### src/rtl/mul_arb_pkg.sv
// rtl/mul_arb_pkg.sv - shared FSM state type and counter width for the shared-multiplier arbiter
package mul_arb_pkg;

    localparam int OP_CNT_W = 16;

    typedef enum logic [1:0] {
        IDLE = 2'd0,
        CALC = 2'd1,
        RESP = 2'd2
    } state_t;

endpackage

### src/rtl/mul_share_arb_if.sv
// rtl/mul_share_arb_if.sv - request/response bundle between requesters and the shared multiplier
interface mul_share_arb_if #(
    parameter int DATA_WIDTH = 8,
    parameter int NUM_REQ    = 4
);
    localparam int ID_W = (NUM_REQ > 1) ? $clog2(NUM_REQ) : 1;

    logic [NUM_REQ-1:0]                 req_valid;
    logic [NUM_REQ*DATA_WIDTH-1:0]      req_a;
    logic [NUM_REQ*DATA_WIDTH-1:0]      req_b;
    logic [NUM_REQ-1:0]                 req_ready;
    logic                               rsp_valid;
    logic                               rsp_ready;
    logic [ID_W-1:0]                    rsp_id;
    logic [2*DATA_WIDTH-1:0]            rsp_result;
    logic                               busy;
    logic [mul_arb_pkg::OP_CNT_W-1:0]   op_count;

    modport master (
        output req_valid, req_a, req_b, rsp_ready,
        input  req_ready, rsp_valid, rsp_id, rsp_result, busy, op_count
    );

    modport slave (
        input  req_valid, req_a, req_b, rsp_ready,
        output req_ready, rsp_valid, rsp_id, rsp_result, busy, op_count
    );

endinterface

### src/rtl/mul_core.sv
// rtl/mul_core.sv - combinational unsigned multiplier, full-width product
module mul_core #(
    parameter int DATA_WIDTH = 8
) (
    input  logic [DATA_WIDTH-1:0]   a,
    input  logic [DATA_WIDTH-1:0]   b,
    output logic [2*DATA_WIDTH-1:0] result
);

    assign result = (2*DATA_WIDTH)'(a) * (2*DATA_WIDTH)'(b);

endmodule

### src/rtl/mul_share_arb.sv
// rtl/mul_share_arb.sv - round-robin arbiter sharing one multiplier among NUM_REQ requesters
module mul_share_arb
    import mul_arb_pkg::*;
#(
    parameter int DATA_WIDTH = 8,
    parameter int NUM_REQ    = 4
) (
    input  logic            clk,
    input  logic            rst,
    mul_share_arb_if.slave  bus
);

    localparam int ID_W = (NUM_REQ > 1) ? $clog2(NUM_REQ) : 1;
    localparam int PW   = 2 * DATA_WIDTH;

    state_t                 state_q, state_d;
    logic [ID_W-1:0]        rr_ptr_q;
    logic [ID_W-1:0]        id_q;
    logic [DATA_WIDTH-1:0]  a_q, b_q;
    logic [PW-1:0]          result_q;
    logic [PW-1:0]          product;
    logic [OP_CNT_W-1:0]    op_count_q;

    logic [ID_W:0]          pick;
    logic [ID_W-1:0]        winner;
    logic [ID_W-1:0]        next_ptr;
    logic                   handshake;
    logic                   grant_en;
    logic                   accept;
    logic [NUM_REQ-1:0]     req_ready_c;

    // Returns {found, index}; scans from ptr upward so the lowest offset wins.
    function automatic logic [ID_W:0] rr_pick(input logic [NUM_REQ-1:0] valid,
                                               input logic [ID_W-1:0]    ptr);
        logic [ID_W:0]   res;
        logic [ID_W-1:0] idx;
        res = '0;
        for (int i = NUM_REQ - 1; i >= 0; i--) begin
            idx = ID_W'((int'(ptr) + i) % NUM_REQ);
            if (valid[idx]) begin
                res = {1'b1, idx};
            end
        end
        return res;
    endfunction

    always_comb begin
        pick = rr_pick(bus.req_valid, rr_ptr_q);
    end

    assign winner    = pick[ID_W-1:0];
    assign next_ptr  = (winner == ID_W'(NUM_REQ - 1)) ? '0 : winner + 1'b1;
    assign handshake = (state_q == RESP) && bus.rsp_ready;
    // A grant can be issued from IDLE or in the same cycle the response retires.
    assign grant_en  = (state_q == IDLE) || handshake;
    assign accept    = grant_en && pick[ID_W];

    always_comb begin
        req_ready_c = '0;
        if (accept) begin
            req_ready_c[winner] = 1'b1;
        end
    end

    always_comb begin
        state_d = state_q;
        case (state_q)
            IDLE: begin
                if (accept) begin
                    state_d = CALC;
                end
            end
            CALC: begin
                state_d = RESP;
            end
            RESP: begin
                if (handshake) begin
                    state_d = accept ? CALC : IDLE;
                end
            end
            default: begin
                state_d = IDLE;
            end
        endcase
    end

    mul_core #(
        .DATA_WIDTH (DATA_WIDTH)
    ) u_mul_core (
        .a      (a_q),
        .b      (b_q),
        .result (product)
    );

    always_ff @(posedge clk or posedge rst) begin
        if (rst) begin
            state_q    <= IDLE;
            rr_ptr_q   <= '0;
            id_q       <= '0;
            a_q        <= '0;
            b_q        <= '0;
            result_q   <= '0;
            op_count_q <= '0;
        end else begin
            state_q <= state_d;
            if (accept) begin
                a_q      <= bus.req_a[winner*DATA_WIDTH +: DATA_WIDTH];
                b_q      <= bus.req_b[winner*DATA_WIDTH +: DATA_WIDTH];
                id_q     <= winner;
                rr_ptr_q <= next_ptr;
            end
            if (state_q == CALC) begin
                result_q <= product;
            end
            if (handshake && (op_count_q != '1)) begin
                op_count_q <= op_count_q + 1'b1;
            end
        end
    end

    assign bus.req_ready  = req_ready_c;
    assign bus.rsp_valid  = (state_q == RESP);
    assign bus.rsp_id     = id_q;
    assign bus.rsp_result = result_q;
    assign bus.busy       = (state_q != IDLE);
    assign bus.op_count   = op_count_q;

endmodule

### src/flat_wrapper.sv
// flat-port wrapper written by rule: the top's interface ports become plain ports
module mul_share_arb_flat import mul_arb_pkg::*;
#(
    parameter int DATA_WIDTH = 8,
    parameter int NUM_REQ    = 4
)
  (clk, rst, bus_req_valid, bus_req_a, bus_req_b, bus_rsp_ready, bus_req_ready, bus_rsp_valid, bus_rsp_id, bus_rsp_result, bus_busy, bus_op_count);
  mul_share_arb_if #(.DATA_WIDTH(DATA_WIDTH), .NUM_REQ(NUM_REQ)) bus_i ();
  input  logic clk;
  input  logic rst;
  input wire logic [$bits(bus_i.req_valid)-1:0] bus_req_valid;
  input wire logic [$bits(bus_i.req_a)-1:0] bus_req_a;
  input wire logic [$bits(bus_i.req_b)-1:0] bus_req_b;
  input wire logic [$bits(bus_i.rsp_ready)-1:0] bus_rsp_ready;
  output wire logic [$bits(bus_i.req_ready)-1:0] bus_req_ready;
  output wire logic [$bits(bus_i.rsp_valid)-1:0] bus_rsp_valid;
  output wire logic [$bits(bus_i.rsp_id)-1:0] bus_rsp_id;
  output wire logic [$bits(bus_i.rsp_result)-1:0] bus_rsp_result;
  output wire logic [$bits(bus_i.busy)-1:0] bus_busy;
  output wire logic [$bits(bus_i.op_count)-1:0] bus_op_count;
  assign bus_i.req_valid = bus_req_valid;
  assign bus_i.req_a = bus_req_a;
  assign bus_i.req_b = bus_req_b;
  assign bus_i.rsp_ready = bus_rsp_ready;
  assign bus_req_ready = bus_i.req_ready;
  assign bus_rsp_valid = bus_i.rsp_valid;
  assign bus_rsp_id = bus_i.rsp_id;
  assign bus_rsp_result = bus_i.rsp_result;
  assign bus_busy = bus_i.busy;
  assign bus_op_count = bus_i.op_count;
  mul_share_arb #(.DATA_WIDTH(DATA_WIDTH), .NUM_REQ(NUM_REQ)) u_core (.clk(clk), .rst(rst), .bus(bus_i));
endmodule
### config.mk
export PLATFORM = sky130hd
export DESIGN_NAME = mul_share_arb_flat
export DESIGN_NICKNAME = d
export VERILOG_FILES = /design/src/rtl/mul_arb_pkg.sv /design/src/rtl/mul_share_arb_if.sv /design/src/rtl/mul_core.sv /design/src/rtl/mul_share_arb.sv /design/src/flat_wrapper.sv
export SDC_FILE = /design/constraint.sdc
export NUM_CORES = 1
export LEC_CHECK = 0
export CAP_MARGIN = 40
export CORE_ASPECT_RATIO = 1.2
export CORE_MARGIN = 2
export CORE_UTILIZATION = 35
export CTS_CLUSTER_SIZE = 8
export DETAILED_ROUTE_END_ITERATION = 12
export SLEW_MARGIN = 20
export SYNTH_ARGS = -nofsm -noshare
export SYNTH_HDL_FRONTEND = slang
export SYNTH_SLANG_ARGS = --single-unit
### constraint.sdc
create_clock -name clk -period 3.9 [get_ports clk]
set_clock_uncertainty 0.2 [all_clocks]
set_input_delay 0.585 -clock clk [delete_from_list [all_inputs] [get_ports clk]]
set_output_delay 0.585 -clock clk [all_outputs]
set_load 0.02 [all_outputs]
==> reports/summary.json <==
{
  "status": {"value": "finished, violations left"},
  "violations_in_the_final_reports": {"value": "DRC, setup timing"},
  "wl_per_cell": {"value": 14.9, "unit": "microns"},
  "grt_antenna_before_repair": {"value": 0},
  "drc_errors": {"value": 2},
  "crit_required": {"value": 3920, "unit": "ps"},
  "seq_area_frac_synth": {"value": 27.1, "unit": "%"},
  "timing.critical_path.slowest_cell_delay": {"value": 570, "unit": "ps"},
  "tritoncts": {"value": "yes"},
  "timing.rr.start": {"value": "u_core.a_q[1]"},
  "wl_met3": {"value": 336, "unit": "microns"},
  "die-area": {"value": 15200, "unit": "sq um"},
  "ctsRootBufferMaster": {"value": "sky130_fd_sc_hd__clkbuf_16"},
  "cell_type_group_with_the_largest_total_delay_on_the_critical_path": {"value": "adder cells"},
  "synth-async-reset-ratio": {"value": 100, "unit": "%"},
  "io-pin-count": {"value": 111},
  "number_of_cells_traversed_by_the_worst_register_to_register_path": {"value": 13},
  "min_path_cells": {"value": 2},
  "cts_made_buffers": {"value": 5},
  "synthesis.area_per_instance": {"value": 9.80, "unit": "sq um"},
  "ant_nets": {"value": 0},
  "overflow": {"value": 0},
  "yosys_warnings": {"value": 0},
  "shortest_period_the_worst_path_allows": {"value": 4150, "unit": "ps"},
  "layout.nets": {"value": 819},
  "floorplan.initialDensity": {"value": 35.9, "unit": "%"},
  "netlist_area": {"value": 4980, "unit": "sq um"},
  "grt_max_degree": {"value": 33},
  "met2RoutedLength": {"value": 6920, "unit": "microns"},
  "wl_final": {"value": 12500, "unit": "microns"},
  "start_kind": {"value": "flip-flop"},
  "synth-edff-count": {"value": 0},
  "finalHoldViolCount": {"value": 0},
  "core-area": {"value": 13900, "unit": "sq um"},
  "crit_fanout": {"value": 6},
  "drt_pass1_iterations": {"value": 8},
  "timing.max_slew.rel_slack": {"value": 51.4, "unit": "%"},
  "postSynthNetCount": {"value": 656},
  "ys_dominant_reg_cell": {"value": "sky130_fd_sc_hd__dfrtp_1"},
  "path_clk_slew": {"value": 70, "unit": "ps"},
  "pre_cts_ws": {"value": -318, "unit": "ps"},
  "reg2reg_slack": {"value": -250, "unit": "ps"},
  "die_y": {"value": 135, "unit": "microns"},
  "endpoint": {"value": "u_core.bus.rsp_result[11]"},
  "cap_violations": {"value": 0},
  "clock_latency": {"value": 300, "unit": "ps"},
  "fmaxAchievable": {"value": 241, "unit": "MHz"},
  "worst-setup-path-type": {"value": "flip-flop to flip-flop"},
  "htree_levels": {"value": 2},
  "via_count_of_the_first_global_routing_pass": {"value": 4396},
  "dp.final_hpwl": {"value": 10100, "unit": "microns"},
  "track_usage": {"value": 16.4, "unit": "%"},
  "global_route_wire_length_before_repair": {"value": 20500, "unit": "microns"},
  "cts_sinks": {"value": 54},
  "critical_path.slowest_cell": {"value": "sky130_fd_sc_hd__fa_1"},
  "via_per_inst": {"value": 4.96},
  "min-delay-path-class": {"value": "flip-flop to flip-flop"},
  "worstSetupStartpoint": {"value": "u_core.a_q[1]"},
  "setup_violations": {"value": 8},
  "antennaDiodeCount": {"value": 0},
  "clock_tree.buffer_depth": {"value": 2},
  "dr.first_iter.drc_count": {"value": 94},
  "synthToLayoutAreaGrowth": {"value": 42.4, "unit": "%"},
  "number_of_filler_cells_placed_in_the_layout": {"value": 1313},
  "setup.worst_path.end_class": {"value": "flip-flop"},
  "path_buf_inv": {"value": 3},
  "worstPathArrival": {"value": 4180, "unit": "ps"},
  "critical_path_depth": {"value": 13},
  "fin_crit_sh": {"value": 107, "unit": "%"},
  "tightestPinTransition": {"value": 728, "unit": "ps"},
  "syn_inst": {"value": 508},
  "final_critical_path_setup_slack": {"value": -254, "unit": "ps"},
  "route.top_layer_used": {"value": "met4"},
  "post_route_cells_drive_above_1_share": {"value": 21.7, "unit": "%"},
  "rsz0062_at_grt": {"value": "true"},
  "num_rows": {"value": 47},
  "crit_path_cell_trace": {"value": "and2_4 -> fa_1 -> fa_1 -> fa_1 -> inv_1 -> fa_1 -> inv_2 -> ha_4 -> buf_4 -> nor2b_4 -> nor3_4 -> or3_1 -> a31oi_1"},
  "place_congestion": {"value": 0.801},
  "flip_flop_and_latch_count_after_synthesis": {"value": 54},
  "yosys.cell_types.count": {"value": 55},
  "fp.dieW": {"value": 113, "unit": "microns"},
  "wl_met1": {"value": 5120, "unit": "microns"},
  "io_buffers": {"value": 110},
  "report.final.slew_viol_count": {"value": 0},
  "routed-via-count": {"value": 4179},
  "timing.critical_path.mode_cell": {"value": "sky130_fd_sc_hd__fa_1"},
  "regToRegEndpoint": {"value": "u_core.bus.rsp_result[11]"}
}
-- Yosys cell counts, types with 6 or more instances --
| library cell | instances | area (sq um) |
|---|---|---|
| sky130_fd_sc_hd__mux2i_1 | 34 | 340 |
| sky130_fd_sc_hd__o21ai_1 | 12 | 60.1 |
| sky130_fd_sc_hd__nand3_1 | 9 | 45.0 |
| sky130_fd_sc_hd__clkbuf_1 | 8 | 30.0 |
| sky130_fd_sc_hd__o221ai_2 | 9 | 135 |
| sky130_fd_sc_hd__fa_1 | 36 | 721 |
| sky130_fd_sc_hd__a21oi_1 | 13 | 65.1 |
| sky130_fd_sc_hd__dfrtp_1 | 54 | 1350 |
| sky130_fd_sc_hd__nor2_1 | 8 | 30.0 |
| sky130_fd_sc_hd__xnor2_1 | 12 | 105 |
| sky130_fd_sc_hd__nand2_1 | 64 | 240 |
| sky130_fd_sc_hd__xor2_1 | 7 | 61.3 |
| sky130_fd_sc_hd__nor2b_1 | 6 | 37.5 |
| sky130_fd_sc_hd__inv_1 | 54 | 203 |
| sky130_fd_sc_hd__o21a_1 | 6 | 45.0 |
| sky130_fd_sc_hd__o221ai_1 | 7 | 61.3 |
| sky130_fd_sc_hd__ha_1 | 41 | 513 |
| sky130_fd_sc_hd__and2_1 | 56 | 350 |
-- cell families after synthesis --
group / share of synthesized area [%]
fa+ha+maj: 24.8
flops: 27.1
xor+xnor: 3.34
compound gates: 12.4
buf+inv: 6.41
mux: 7.06
simple gates: 18.9
-- routing by layer --
layer | global-route usage (%) | up-vias
li1 | - | 2044
met1 | 19.6 | 2064
met2 | 31.2 | 61
met3 | 2.11 | 10
met4 | 4.00 | 0
met5 | 0 | -
-- cell type report --
| type | instances | area, sq um | share of cell area [%] |
|---|---|---|---|
| Tap cell | 171 | 214 | 3.02 |
| Clock inverter | 3 | 47.5 | 0.670 |
| Inverter | 56 | 210 | 2.96 |
| Timing Repair Buffer | 171 | 1590 | 22.4 |
| Clock buffer | 5 | 125 | 1.76 |
| Multi-Input combinational cell | 383 | 3550 | 50.0 |
| Sequential cell | 54 | 1360 | 19.2 |
-- tightest hold or removal path, cell delays in order, from the launching register on --
cell                      delay (ps)
sky130_fd_sc_hd__dfrtp_1         350
sky130_fd_sc_hd__nand2_1          50
sky130_fd_sc_hd__o31ai_1          50
-- flip-flops by register name, indices dropped and copies added, names as in the netlist --
register / count
u_core.state_q: 2
u_core.bus.op_count: 16
u_core.rr_ptr_q: 2
u_core.bus.rsp_result: 16
u_core.a_q: 8
u_core.b_q: 8
u_core.bus.rsp_id: 2
-- layout by cell type, fill, tap and decap left out, drive strengths merged, types with 9 or more instances in the layout --
cell,n
a21oi,13
and2,56
buf,61
clkdlybuf4s50,110
dfrtp,54
fa,36
ha,41
inv,57
mux2i,34
nand2,64
nand3,9
o21ai,14
o221ai,16
xnor2,12
-- stage by stage --
step	TNS (ps)	area, sq um	hold slack, ps	util (%)	std cells
6_report	-1470	7090	287	51.1	843
5_1_grt	-2580	7090	317	51.1	843
4_1_cts	-995	6920	292	49.8	836
3_5_place_dp	-1860	6610	273	47.6	821
3_3_place_gp	-1550	6600	256	47.5	820
2_1_floorplan	-192	5050	271	-	508
-- timing repair --
item	in CTS	in global routing
buffers inserted	7	7
pin swaps	17	28
endpoints found under the setup margin	9	9
gates resized for setup	31	28
hold buffers	0	0
hold endpoints to repair	0	0
-- worst min-delay path by stage --
stage | start | slack, ps | end
after global routing | u_core.bus.rsp_result[1] | 320 | u_core.bus.rsp_result[1]
after global placement | u_core.bus.rsp_result[0] | 260 | u_core.bus.rsp_result[0]
after detailed placement | u_core.bus.rsp_id[1] | 270 | u_core.bus.rsp_id[1]
after CTS | u_core.bus.rsp_result[3] | 290 | u_core.bus.rsp_result[3]
after floorplan | u_core.rr_ptr_q[0] | 270 | u_core.rr_ptr_q[0]
final | u_core.bus.rsp_result[7] | 290 | u_core.bus.rsp_result[7]
Power is left out: the tool's default activity adds up to more than one toggle a clock period on the data nets, which glitch-free logic cannot reach.
